<file path="src/rtl/svc_rv_regfile.sv">
// svc_rv_regfile: RISC-V integer register file, 32 x XLEN, two read ports and
// one write port. The storage is either a flop array with combinational read
// (MEM_TYPE=0) or a BRAM-style array with a registered, read-first read
// (MEM_TYPE=1). With INIT_ZERO=1, a sweep after reset writes 0 to x1..x31
// before WB writes are accepted.
//
// Ports:
//   clk           clock
//   rst_n         synchronous active-low reset (does not clear the array)
//   read_en       read-port advance, MEM_TYPE=1 only (0 = hold outputs)
//   rs1_id/rs2_id read addresses
//   rs1_data_id   read data port 1 (0 for x0 and while init_busy)
//   rs2_data_id   read data port 2
//   rd_wb         write address
//   reg_write_wb  write enable
//   rd_data_wb    write data
//   init_busy     zeroing sweep in progress; fetch must hold while high
module svc_rv_regfile #(
  parameter int unsigned XLEN      = 32,
  parameter int unsigned MEM_TYPE  = 0,
  parameter int unsigned INIT_ZERO = 1
) (
  input  logic            clk,
  input  logic            rst_n,
  input  logic            read_en,
  input  logic [4:0]      rs1_id,
  input  logic [4:0]      rs2_id,
  output logic [XLEN-1:0] rs1_data_id,
  output logic [XLEN-1:0] rs2_data_id,
  input  logic [4:0]      rd_wb,
  input  logic            reg_write_wb,
  input  logic [XLEN-1:0] rd_data_wb,
  output logic            init_busy
);

  localparam int unsigned NREGS = 32;

  logic [XLEN-1:0] mem_q [NREGS];

  logic            init_we;
  logic [4:0]      init_idx;
  logic            wb_we;
  logic            mem_we;
  logic [4:0]      mem_waddr;
  logic [XLEN-1:0] mem_wdata;

  // WB writes are dropped (not queued) during reset and during the sweep.
  assign wb_we = reg_write_wb && (rd_wb != 5'd0) && !init_busy && rst_n;

  // Single physical write port, shared by the sweep and WB (never both).
  assign mem_we    = wb_we || init_we;
  assign mem_waddr = init_we ? init_idx : rd_wb;
  assign mem_wdata = init_we ? '0 : rd_data_wb;

  // Storage array; intentionally not reset.
  always_ff @(posedge clk) begin
    if (mem_we) begin
      mem_q[mem_waddr] <= mem_wdata;
    end
  end

  generate
    if (INIT_ZERO != 0) begin : g_init
      localparam logic [0:0] ST_RUN  = 1'b0;
      localparam logic [0:0] ST_INIT = 1'b1;

      logic [0:0] state_q, state_d;
      logic [4:0] idx_q, idx_d;

      // Sweep state and index registers.
      always_ff @(posedge clk) begin
        if (!rst_n) begin
          state_q <= ST_INIT;
          idx_q   <= 5'd1;
        end else begin
          state_q <= state_d;
          idx_q   <= idx_d;
        end
      end

      // Next state: step idx through 1..31, leave INIT after writing x31.
      always_comb begin
        state_d = state_q;
        idx_d   = idx_q;
        if (state_q == ST_INIT) begin
          idx_d = idx_q + 5'd1;
          if (idx_q == 5'd31) begin
            state_d = ST_RUN;
          end
        end
      end

      assign init_busy = (state_q == ST_INIT);
      assign init_we   = init_busy && rst_n;
      assign init_idx  = idx_q;
    end else begin : g_no_init
      assign init_busy = 1'b0;
      assign init_we   = 1'b0;
      assign init_idx  = 5'd0;
    end
  endgenerate

  generate
    if (MEM_TYPE == 0) begin : g_async_rd
      logic unused_read_en;
      assign unused_read_en = read_en;

      // Combinational read, no bypass: a same-cycle write shows up next cycle.
      assign rs1_data_id = (init_busy || (rs1_id == 5'd0)) ? '0 : mem_q[rs1_id];
      assign rs2_data_id = (init_busy || (rs2_id == 5'd0)) ? '0 : mem_q[rs2_id];
    end else begin : g_sync_rd
      logic [XLEN-1:0] rd1_q, rd1_d;
      logic [XLEN-1:0] rd2_q, rd2_d;

      // Read-first: the array value sampled here predates any same-edge write.
      always_comb begin
        rd1_d = rd1_q;
        rd2_d = rd2_q;
        if (init_busy) begin
          rd1_d = '0;
          rd2_d = '0;
        end else if (read_en) begin
          rd1_d = (rs1_id == 5'd0) ? '0 : mem_q[rs1_id];
          rd2_d = (rs2_id == 5'd0) ? '0 : mem_q[rs2_id];
        end
      end

      // Read output registers.
      always_ff @(posedge clk) begin
        if (!rst_n) begin
          rd1_q <= '0;
          rd2_q <= '0;
        end else begin
          rd1_q <= rd1_d;
          rd2_q <= rd2_d;
        end
      end

      assign rs1_data_id = rd1_q;
      assign rs2_data_id = rd2_q;
    end
  endgenerate

endmodule

</file>
<file path="config.mk">
export PLATFORM = sky130hd
export DESIGN_NAME = svc_rv_regfile
export DESIGN_NICKNAME = d
export VERILOG_FILES = /design/src/rtl/svc_rv_regfile.sv
export SDC_FILE = /design/constraint.sdc
export NUM_CORES = 1
export LEC_CHECK = 0
export BUFFER_PORTS_ARGS = -buffer_cell sky130_fd_sc_hd__buf_2
export CORE_MARGIN = 2
export CORE_UTILIZATION = 55
export DETAILED_ROUTE_END_ITERATION = 8
export PLACE_DENSITY_LB_ADDON = 0.05
export REMOVE_ABC_BUFFERS = 1
export SETUP_SLACK_MARGIN = 0.1
export SYNTH_ARGS = -nofsm -noshare
export SYNTH_HDL_FRONTEND = slang
export SYNTH_SLANG_ARGS = --single-unit
</file>
<file path="constraint.sdc">
create_clock -name clk -period 4.55 [get_ports clk]
set_input_delay 0.91 -clock clk [delete_from_list [all_inputs] [get_ports clk]]
set_output_delay 0.91 -clock clk [all_outputs]
set_load 0.02 [all_outputs]
</file>
==> results.cfg <==
[outcome]
outcome = completed

[drt]
vias_per_cell = 7.113
drtIter0Drc = 3743
ant_nets = 0
wl_um = 152700
remaining_drc_errors = 0
drtPass1Iterations = 6
wl_per_cell_um = 35.73
dr_total_vias = 30400

[clocking]
cts_buffers = 105
root_buffer = clkbuf_16
h-tree-depth = 3
clock-sinks = 1030
path_clk_slew_ns = 0.06
postCtsSetupBuffers = 0
ctsResizeCount = 0
cts_buffer_depth = 3
clkLatencyLatePin_ns = 0.68
holdBufCountCts = 0
cts_tree = built

[die]
core_area_um2 = 86750
die_w_um = 299.8
num_rows = 108
dieArea_um2 = 89870
die_h_um = 299.8
start_util_pct = 55.46
io_pins = 116

[synthesis]
synth-xor-area-share_pct = 0.05461
yosys_warnings = 0
synthesis.area_um2 = 48120
yosys.area_share.simple_pct = 4.543
synth_compound_area_share_pct = 5.981
avgSynthCellArea_um2 = 16.75
async_flop_share_pct = 0
synthAdderAreaFrac_pct = 0.05201
ys.flop_type = edfxtp_1
synth_top_family_by_area = multiplexers
synth-seq-cells = 1030
postSynthCellCount = 2872
seq_area_frac_synth_pct = 64.15
synth.distinct_cells = 42
synth_mux_area_share_pct = 22.64
synth_edf_count = 1024

[layout]
multi_input_area_um2 = 16390
regArea_um2 = 30870
stdcell_area_um2 = 54350
nNetsFinal = 3087
final_cells = 4274
nFillCells = 6323
drive_gt1_share_pct = 23.42
final_util_pct = 62.65
syn_to_final_growth_pct = 12.96

[power]
seqPwrFrac_pct = 52.0
clockPowerShare_pct = 40.9
p_leak_nw = 19.00
vdd_drop_max_v = 0.0003362
p_comb_share_pct = 7.1
powerDensity_nw_per_um2 = 374.6
p_int_w = 0.01588
p_switching_w = 0.004481
total_power_w = 0.02036
p_sw_share_pct = 22.01

[timing]
grt_setup_unrepaired = false
drv_slew = 0
hold_viol = 0
finalSetupViolCount = 0
slew_headroom_pct = 25.57
post-route-min-period_ns = 4.158
worst_pin_slew_ns = 1.116
fin_crit_sh_pct = 91.39
skew_ns = 0.01397
fmax_mhz = 240.5
timing.final.ws_setup_ns = 0.3917

[min_path]
worstHoldPathType = in -> reg

[placement]
dp.cells = 4082
dpl.hpwl_um = 89260
post-place-ws_ns = 0.5019
dpl_cell_area_um2 = 51060
gp_congestion = 0.8648
io_buffer_count = 114

[global_route]
grt_max_degree = 60
antenna_found_initial = 1
overflow = 0
grt_pass1_vias = 30970
grt_pass1_wl_um = 217000
grtUsageTotal_pct = 34.06

[critical_path]
critPathArrivalTime_ns = 3.25
crit_type = reg -> out
cp-end-kind = primary output
cp_max_fo = 20
critPathRequiredTime_ns = 3.64
startpoint_type = register
rrSetupSlack_ns = 0.98

[run]
drv_cap = 0
logic make-up (layout without fill, tap and decap cells):
| logic type | after synthesis | after routing |
|---|---|---|
| AOI/OAI and AO/OA | 402 | 402 |
| xor gates and xnor gates | 3 | 3 |
| adders and majority gates | 2 | 2 |
| buffers and inverters | 230 | 475 |
| DFF | 1030 | 1030 |
| muxes | 788 | 788 |
| other | 0 | 2 |
| and+or+nand+nor | 417 | 417 |
critical path: stages, from the launching register on:
cell and delay, ns:
dfxtp_1 0.48, nor3b_2 0.64, and2_2 0.53, buf_12 0.28, a22oi_1 0.13, nand4_1 0.25, buf_2 0.23
cell type report:
class / count / share of cell area, %
Antenna cell: 2 / 0.009208
Sequential cell: 1030 / 56.79
Inverter: 1 / 0.006906
Multi-Input combinational cell: 1612 / 30.15
Clock inverter: 63 / 0.9852
Clock buffer: 127 / 5.064
Timing Repair Buffer: 284 / 4.335
Tap cell: 1155 / 2.659
per-stage QoR:
step                      setup TNS, ns  hold slack [ns]
final                                 0           0.5399
after global routing                  0           0.5496
after CTS                             0           0.5135
after detailed placement              0           0.5618
after global placement                0           0.5450
after floorplan                  -19.62           0.5224
final timing paths:
kind | start | cells after the start | endpoint
setup / recovery | init_busy | 6 | rs2_data_id[15]
hold reg to reg | g_init.idx_q[4] | 2 | g_init.idx_q[4]
hold / removal | rst_n | 2 | g_init.idx_q[0]
setup reg to reg | init_busy | 6 | mem_q[0][24]
power groups by stage:
stage	clock, W	sequential (W)	combinational (W)
floorplan	0	0.0108	0.000698
global placement	0	0.0108	0.00139
detailed placement	0	0.0108	0.00142
CTS	0.00842	0.0106	0.00143
global route	0.00881	0.0106	0.00151
finish	0.00833	0.0106	0.00144
state kept, by name, summed over array words and instances (netlist names):
register / count
init_busy: 1
g_init.idx_q: 5
mem_q: 1024
routing by layer:
| layer | vias up | global-route usage (%) | share of wire, % |
|---|---|---|---|
| li1 | 12250 | - | - |
| met5 | - | 0 | 0 |
| met3 | 417 | 5.643 | 10 |
| met4 | 0 | 14.85 | 4.9 |
| met1 | 15750 | 45.84 | 37 |
| met2 | 1981 | 55.39 | 48 |
synthesized netlist by cell type, drive strengths merged (40+ instances only):
| cell type | count | area share (%) |
|---|---|---|
| nand2 | 76 | 0.59 |
| mux4 | 240 | 11 |
| and2 | 41 | 0.53 |
| clkbuf | 93 | 0.73 |
| a21oi | 57 | 0.59 |
| nand4 | 68 | 0.88 |
| mux2i | 547 | 11 |
| a22oi | 266 | 4.2 |
| edfxtp | 1024 | 64 |
| nand3 | 141 | 1.5 |
| nor2 | 40 | 0.32 |
| buf | 136 | 1.8 |
cells in the final DEF (no fill, tap or decap), types with 35 or more instances in the layout:
cell          n
a21oi_1      57
a22oi_1     266
and2_1       35
buf_12       37
buf_2       109
buf_4       133
clkbuf_16   107
edfxtp_1   1024
mux2i_1     547
mux4_2      240
nand2_1      75
nand3_1     141
nand4_1      68
nor2_4       36
Note: power is estimated with default switching activity, not from simulation.
